--- config.mk ---
export PLATFORM = sky130hd
export DESIGN_NAME = spi_slave
export DESIGN_NICKNAME = d
export VERILOG_FILES = /design/src/rtl/spi_slave_pkg.sv /design/src/rtl/spi_slave_sync.sv /design/src/rtl/spi_slave.sv
export SDC_FILE = /design/constraint.sdc
export NUM_CORES = 1
export LEC_CHECK = 0
export CELL_PAD_IN_SITES_DETAIL_PLACEMENT = 2
export CELL_PAD_IN_SITES_GLOBAL_PLACEMENT = 2
export CORE_MARGIN = 1.5
export CORE_UTILIZATION = 34
export CTS_CLUSTER_DIAMETER = 100
export DETAILED_ROUTE_END_ITERATION = 10
export GPL_TIMING_DRIVEN = 0
export PLACE_DENSITY_LB_ADDON = 0.1
export SLEW_MARGIN = 25
export SYNTH_ARGS = -nofsm -noshare
export SYNTH_HDL_FRONTEND = slang
export SYNTH_SLANG_ARGS = --single-unit
--- constraint.sdc ---
create_clock -name clock_in -period 3.1 [get_ports clock_in]
set_input_delay 0.465 -clock clock_in [delete_from_list [all_inputs] [get_ports clock_in]]
set_output_delay 0.465 -clock clock_in [all_outputs]
set_load 0.1 [all_outputs]
--- src/rtl/spi_slave_pkg.sv ---
// Shared definitions for the SPI slave: frame width, idle fill byte and FSM
// state encoding. Imported by spi_slave and spi_slave_sync.
package spi_slave_pkg;

   localparam int         SPI_WIDTH     = 8;
   localparam logic [7:0] SPI_IDLE_FILL = 8'h00;

   typedef enum logic {
      ST_IDLE  = 1'b0,
      ST_SHIFT = 1'b1
   } spi_state_e;

endpackage

--- src/rtl/spi_slave_sync.sv ---
// Resynchroniser for one asynchronous SPI pin.
//   clock_in : system clock
//   reset    : synchronous active-high reset
//   din_i    : asynchronous pin
//   level_o  : synchronised level (last synchroniser stage)
//   rise_o   : one-cycle pulse on a synchronised 0->1 transition
//   fall_o   : one-cycle pulse on a synchronised 1->0 transition
// The edge pulses are valid STAGES cycles after the pin changes, so logic
// registering them acts STAGES+1 cycles after the pin. STAGES must be >= 2.
module spi_slave_sync
   import spi_slave_pkg::*;
#(
   parameter int   STAGES  = 2,
   parameter logic RST_VAL = 1'b0
) (
   input  logic clock_in,
   input  logic reset,
   input  logic din_i,
   output logic level_o,
   output logic rise_o,
   output logic fall_o
);

   logic [STAGES-1:0] sync_q;
   logic              prev_q;

   always_ff @(posedge clock_in) begin
      if (reset) begin
         sync_q <= {STAGES{RST_VAL}};
         prev_q <= RST_VAL;
      end else begin
         sync_q <= {sync_q[STAGES-2:0], din_i};
         prev_q <= sync_q[STAGES-1];
      end
   end

   assign level_o = sync_q[STAGES-1];
   assign rise_o  = sync_q[STAGES-1] & ~prev_q;
   assign fall_o  = ~sync_q[STAGES-1] & prev_q;

endmodule

--- src/rtl/spi_slave.sv ---
// SPI mode-0 responder, MSB first, one WIDTH-bit frame per WIDTH sclk periods.
// CPU side: load/datain fill a one-entry tx buffer; dataout/rx_valid hold the
// last complete frame, unload acknowledges it. overrun is sticky until unload.
// Serial side: sclk/ssn/mosi are asynchronous and resynchronised internally;
// miso is driven only while selected (miso_oe).
//   clock_in, reset                 : system clock, synchronous active-high reset
//   load, unload, datain            : CPU strobes and tx byte
//   dataout, rx_valid, tx_ready,
//   overrun, busy                   : CPU-side status
//   sclk, ssn, mosi, miso, miso_oe  : SPI pins
module spi_slave
   import spi_slave_pkg::*;
#(
   parameter int               WIDTH       = SPI_WIDTH,
   parameter int               SYNC_STAGES = 2,
   parameter logic [WIDTH-1:0] IDLE_FILL   = SPI_IDLE_FILL
) (
   input  logic             clock_in,
   input  logic             reset,
   input  logic             load,
   input  logic             unload,
   input  logic [WIDTH-1:0] datain,
   output logic [WIDTH-1:0] dataout,
   output logic             rx_valid,
   output logic             tx_ready,
   output logic             overrun,
   output logic             busy,
   input  logic             sclk,
   input  logic             ssn,
   input  logic             mosi,
   output logic             miso,
   output logic             miso_oe
);

   localparam int CNT_W = (WIDTH > 2) ? $clog2(WIDTH) : 1;
   localparam logic [CNT_W-1:0] CNT_LAST = CNT_W'(WIDTH - 1);

   logic sclk_lvl, sclk_rise, sclk_fall;
   logic ssn_lvl, ssn_rise, ssn_fall;
   logic mosi_lvl, mosi_rise, mosi_fall;

   spi_slave_sync #(.STAGES(SYNC_STAGES), .RST_VAL(1'b0)) u_sync_sclk (
      .clock_in(clock_in), .reset(reset), .din_i(sclk),
      .level_o(sclk_lvl), .rise_o(sclk_rise), .fall_o(sclk_fall)
   );

   // ssn idles high, so its synchroniser resets high to avoid a false select.
   spi_slave_sync #(.STAGES(SYNC_STAGES), .RST_VAL(1'b1)) u_sync_ssn (
      .clock_in(clock_in), .reset(reset), .din_i(ssn),
      .level_o(ssn_lvl), .rise_o(ssn_rise), .fall_o(ssn_fall)
   );

   spi_slave_sync #(.STAGES(SYNC_STAGES), .RST_VAL(1'b0)) u_sync_mosi (
      .clock_in(clock_in), .reset(reset), .din_i(mosi),
      .level_o(mosi_lvl), .rise_o(mosi_rise), .fall_o(mosi_fall)
   );

   logic sync_unused;
   assign sync_unused = ^{sclk_lvl, mosi_rise, mosi_fall};

   spi_state_e       state_q, state_d;
   logic [CNT_W-1:0] count_q, count_d;
   logic [WIDTH-1:0] tx_sh_q, tx_sh_d;
   logic [WIDTH-1:0] rx_sh_q, rx_sh_d;
   logic [WIDTH-1:0] tx_buf_q, tx_buf_d;
   logic [WIDTH-1:0] dataout_q, dataout_d;
   logic             tx_ready_q, tx_ready_d;
   logic             rx_valid_q, rx_valid_d;
   logic             overrun_q, overrun_d;
   logic             busy_q, busy_d;
   logic             miso_q, miso_d;
   logic             miso_oe_q, miso_oe_d;

   // Byte handed to the tx shifter whenever a frame starts or a byte boundary
   // is crossed: the buffered byte if one is pending, otherwise the fill value.
   logic [WIDTH-1:0] tx_next;
   assign tx_next = tx_ready_q ? IDLE_FILL : tx_buf_q;

   always_comb begin
      logic consume;
      logic frame_done;
      state_d    = state_q;
      count_d    = count_q;
      tx_sh_d    = tx_sh_q;
      rx_sh_d    = rx_sh_q;
      tx_buf_d   = tx_buf_q;
      dataout_d  = dataout_q;
      tx_ready_d = tx_ready_q;
      rx_valid_d = rx_valid_q;
      overrun_d  = overrun_q;
      busy_d     = busy_q;
      miso_d     = miso_q;
      miso_oe_d  = miso_oe_q;
      consume    = 1'b0;
      frame_done = 1'b0;

      case (state_q)
         ST_IDLE: begin
            if (ssn_fall) begin
               state_d   = ST_SHIFT;
               consume   = 1'b1;
               tx_sh_d   = tx_next;
               miso_d    = tx_next[WIDTH-1];
               miso_oe_d = 1'b1;
               busy_d    = 1'b1;
            end
         end
         ST_SHIFT: begin
            if (ssn_rise) begin
               // Deselect aborts any partial frame; received data is untouched.
               state_d   = ST_IDLE;
               count_d   = '0;
               miso_oe_d = 1'b0;
               busy_d    = 1'b0;
            end else if (!ssn_lvl && sclk_rise) begin
               rx_sh_d = {rx_sh_q[WIDTH-2:0], mosi_lvl};
               if (count_q == CNT_LAST) begin
                  count_d    = '0;
                  frame_done = 1'b1;
                  dataout_d  = {rx_sh_q[WIDTH-2:0], mosi_lvl};
                  rx_valid_d = 1'b1;
                  if (rx_valid_q && !unload) begin
                     overrun_d = 1'b1;
                  end
               end else begin
                  count_d = count_q + 1'b1;
               end
            end else if (!ssn_lvl && sclk_fall) begin
               if (count_q != '0) begin
                  tx_sh_d = {tx_sh_q[WIDTH-2:0], 1'b0};
                  miso_d  = tx_sh_q[WIDTH-2];
               end else begin
                  // Byte boundary: start the next byte of a back-to-back burst.
                  consume = 1'b1;
                  tx_sh_d = tx_next;
                  miso_d  = tx_next[WIDTH-1];
               end
            end
         end
         default: state_d = ST_IDLE;
      endcase

      // A completing frame wins over unload so the fresh byte is not lost.
      if (unload && !frame_done) begin
         rx_valid_d = 1'b0;
         overrun_d  = 1'b0;
      end

      // load is applied after consume: the shifter took the old byte above,
      // the new byte stays pending.
      if (consume) begin
         tx_ready_d = 1'b1;
      end
      if (load) begin
         tx_buf_d   = datain;
         tx_ready_d = 1'b0;
      end
   end

   always_ff @(posedge clock_in) begin
      if (reset) begin
         state_q    <= ST_IDLE;
         count_q    <= '0;
         tx_sh_q    <= '0;
         rx_sh_q    <= '0;
         tx_buf_q   <= '0;
         dataout_q  <= '0;
         tx_ready_q <= 1'b1;
         rx_valid_q <= 1'b0;
         overrun_q  <= 1'b0;
         busy_q     <= 1'b0;
         miso_q     <= 1'b0;
         miso_oe_q  <= 1'b0;
      end else begin
         state_q    <= state_d;
         count_q    <= count_d;
         tx_sh_q    <= tx_sh_d;
         rx_sh_q    <= rx_sh_d;
         tx_buf_q   <= tx_buf_d;
         dataout_q  <= dataout_d;
         tx_ready_q <= tx_ready_d;
         rx_valid_q <= rx_valid_d;
         overrun_q  <= overrun_d;
         busy_q     <= busy_d;
         miso_q     <= miso_d;
         miso_oe_q  <= miso_oe_d;
      end
   end

   assign dataout  = dataout_q;
   assign rx_valid = rx_valid_q;
   assign tx_ready = tx_ready_q;
   assign overrun  = overrun_q;
   assign busy     = busy_q;
   assign miso     = miso_q;
   assign miso_oe  = miso_oe_q;

endmodule

==> results.sh <==
export IMPL_status="finished, final reports clean"
export IMPL_p_int_uw=987
export IMPL_synth_seq_cells=47
export IMPL_portBuffers=26
export IMPL_stdcell_area_um2=2270
export IMPL_r2r_start="count_q[0]$_SDFFE_PP0P_"
export IMPL_path_buf_inv=2
export IMPL_post_cts_resized=0
export IMPL_grt_max_degree=16
export IMPL_antennaDiodeCount=0
export IMPL_yosys_area_top_type="dfxtp_1"
export IMPL_min_period_ps=2370
export IMPL_yosys_area_top_type_share_pct=52.7
export IMPL_dieWidth_um=75.5
export IMPL_place_area_um2=2130
export IMPL_cp_end_kind="output port"
export IMPL_layout_setup_ws_ps=727
export IMPL_yosys_warnings=0
export IMPL_path_class="register to output port"
export IMPL_combPwrFrac_pct=9.1
export IMPL_track_usage_pct=18.3
export IMPL_endpoint="miso_oe"
export IMPL_ys_types=31
export IMPL_crit_family="buffers and inverters"
export IMPL_swShare_pct=22.7
export IMPL_finalSetupViolations=0
export IMPL_p_leak_uw=0.000820
export IMPL_fin_nets=239
export IMPL_wire_per_inst_um=15.8
export IMPL_cap_violations=0
export IMPL_clk_path_buf_depth=2
export IMPL_path_cells="buf_4 > clkdlybuf4s50_1"
export IMPL_cts_buffers=5
export IMPL_ctsHoldBuffers=0
export IMPL_grt_antenna_before_repair=0
export IMPL_final_cell_mix="dfxtp_1, nor2_1, clkdlybuf4s50_1, nand2_1"
export IMPL_post_place_ws_ps=1040
export IMPL_power_frac_seq_pct=49.7
export IMPL_htreeDepth=2
export IMPL_clockPowerShare_pct=41.2
export IMPL_path_max_fanout=4
export IMPL_fin_tns_setup_ps=0
export IMPL_fill_cells=575
export IMPL_synth_nets=206
export IMPL_grt_pass1_vias=1586
export IMPL_hold_viol=0
export IMPL_clock_latency_ps=300
export IMPL_p_per_area_nw_per_um2=562
export IMPL_drt_wl_total_mm=4.62
export IMPL_vdd_ir_drop_max_v=0.000267
export IMPL_crit_cells=2
export IMPL_reg2regPathDepth=7
export IMPL_dp_cells=284
export IMPL_core_area_um2=5070
export IMPL_timing_rr_end="tx_sh_q[5]$_SDFFE_PP0P_"
export IMPL_antenna_left=0
export IMPL_fin_skew_ps=7.16
export IMPL_first_iter_violations=26
export IMPL_gp_congestion=0.704
export IMPL_path_clk_slew_ps=80
export IMPL_crit_arrival_ps=1910
export IMPL_synth_seq_area_share_pct=52.7
export IMPL_postSynthCellCount=188
export IMPL_multi_input_area_um2=772
export IMPL_area_delta_synth_final_pct=27.1
export IMPL_clkSinkCount=47
export IMPL_synth_area_leaders="dfxtp_1, mux2i_1, nor2_1"
export IMPL_floorplan_initialDensity_pct=35.2
export IMPL_hp_class="register to register"
export IMPL_fin_cells=292
export IMPL_crit_path_start_kind="register"
export IMPL_die_area_um2=5700
export IMPL_crit_path_top_delay_cell="clkdlybuf4s50_1"
export IMPL_rrSetupSlack_ps=1360
export IMPL_final_common_cell="dfxtp_1"
export IMPL_dr_pass1_iters=4
export IMPL_crit_path_max_incr_delay_ps=1110
export IMPL_cts_setup_buffers=0
export IMPL_slew_headroom_pct=35.2
export IMPL_grt_pass1_wl_mm=7.61
export IMPL_drv_slew=0
export IMPL_final_seq_area_um2=941
export IMPL_required_ps=2630
export IMPL_cts_root_buf="clkbuf_8"
export IMPL_viasPerCell=4.90
export IMPL_dieHeight_um=75.5
export IMPL_rows=26
export IMPL_rsz0062_at_grt="no"
export IMPL_p_sw_uw=289
export IMPL_vias=1431
export IMPL_ios=29
export IMPL_grt_remaining_overflow=0
export IMPL_cp_startpoint="miso_oe$_SDFFE_PP0P_"
export IMPL_dp_hpwl_mm=3.42
export IMPL_remaining_drc_errors=0
export IMPL_fmax_mhz=421
export IMPL_synthesis_area_um2=1790
export IMPL_worst_pin_slew_ps=969
export IMPL_synth_avg_cell_area_um2=9.50
export IMPL_cts_tree="built"
export IMPL_fin_crit_sh_pct=76.6
export IMPL_drive_gt1_share_pct=9.46
## per-stage QoR
stage | total power [uW] | util [%] | hold slack [ps]
floorplan | 724 | - | 389
global placement | 760 | 42.1 | 392
detailed placement | 767 | 42.1 | 402
CTS | 1300 | 44.7 | 423
global route | 1330 | 44.7 | 435
finish | 1280 | 44.7 | 418
## logic make-up after synthesis
family / count (synthesis) / synth area share (%)
buffers and inverters: 15 / 4.13
AOI/OAI and AO/OA: 34 / 12.3
and+or+nand+nor: 74 / 20.4
adders and majority gates: 3 / 2.10
muxes: 15 / 8.40
DFF: 47 / 52.7
## synthesized netlist by cell type
library cell,n
ha_1,3
a211oi_1,6
and2_4,1
a21oi_1,15
nor2b_1,8
and4bb_2,1
nand2b_1,3
and2_1,1
nor3b_1,2
o21bai_1,1
a22oi_1,8
a21o_1,1
buf_6,1
buf_2,2
nand2b_4,1
o21ai_0,1
o21ai_1,1
nor2_1,28
nand2_1,20
buf_1,2
inv_1,4
mux2i_1,15
nand3_1,2
a311oi_2,1
dfxtp_1,47
buf_4,2
or3b_1,1
nor3_1,2
or2_2,3
and4b_2,1
clkbuf_1,4
## sequential cells by signal, summed over array words and instances (netlist names)
name and flops:
u_sync_sclk.sync_q 2, rx_sh_q 7, tx_sh_q 7, overrun 1, tx_buf_q 8, miso_oe 1, tx_ready 1, miso 1
u_sync_sclk.prev_q 1, u_sync_ssn.sync_q 2, state_q 1, u_sync_ssn.prev_q 1, count_q 3, dataout 8, u_sync_mosi.sync_q 2, rx_valid 1
## power groups by stage
stage | Sequential [uW] | Combinational, uW | Clock [uW]
2_1_floorplan | 668 | 56.2 | 0
3_3_place_gp | 647 | 113 | 0
3_5_place_dp | 649 | 118 | 0
4_1_cts | 635 | 118 | 542
5_1_grt | 637 | 126 | 564
6_report | 635 | 116 | 526
## worst register-to-register path: cells and delay by family (launching register included)
family | cells | cell delay [ps]
compound gates | 1 | 280
fa+ha+maj | 1 | 210
buf+inv | 2 | 190
flops | 1 | 350
simple gates | 3 | 630
## final cells by class
class                   instances  share of cell area (%)
well taps                      70                    3.86
flip-flops and latches         47                    41.4
inverters                       4                   0.661
repair buffers                 26                    11.5
multi-input cells             126                    34.0
plain buffers                  11                    2.59
clock buffers                   5                    3.03
clock inverters                 3                    2.98
## worst min path at each step
stage	cells after the start	start	to
after global routing	1	u_sync_ssn.sync_q[0]$_SDFF_PP1_	u_sync_ssn.sync_q[1]$_SDFF_PP1_
after CTS	1	u_sync_ssn.sync_q[0]$_SDFF_PP1_	u_sync_ssn.sync_q[1]$_SDFF_PP1_
after floorplan	1	u_sync_ssn.sync_q[0]$_SDFF_PP1_	u_sync_ssn.sync_q[1]$_SDFF_PP1_
after detailed placement	1	u_sync_ssn.sync_q[0]$_SDFF_PP1_	u_sync_ssn.sync_q[1]$_SDFF_PP1_
final	1	u_sync_ssn.sync_q[0]$_SDFF_PP1_	u_sync_ssn.sync_q[1]$_SDFF_PP1_
after global placement	1	u_sync_ssn.sync_q[0]$_SDFF_PP1_	u_sync_ssn.sync_q[1]$_SDFF_PP1_
## routing by layer
layer  track usage, %  up-vias  routed length, um
met3             3.84        5                129
li1                 -      697                  -
met2             35.8       18               2650
met1             19.4      711               1790
met5                0        -                  0
met4             5.36        0                 54
(Power assumes the default switching activity.)
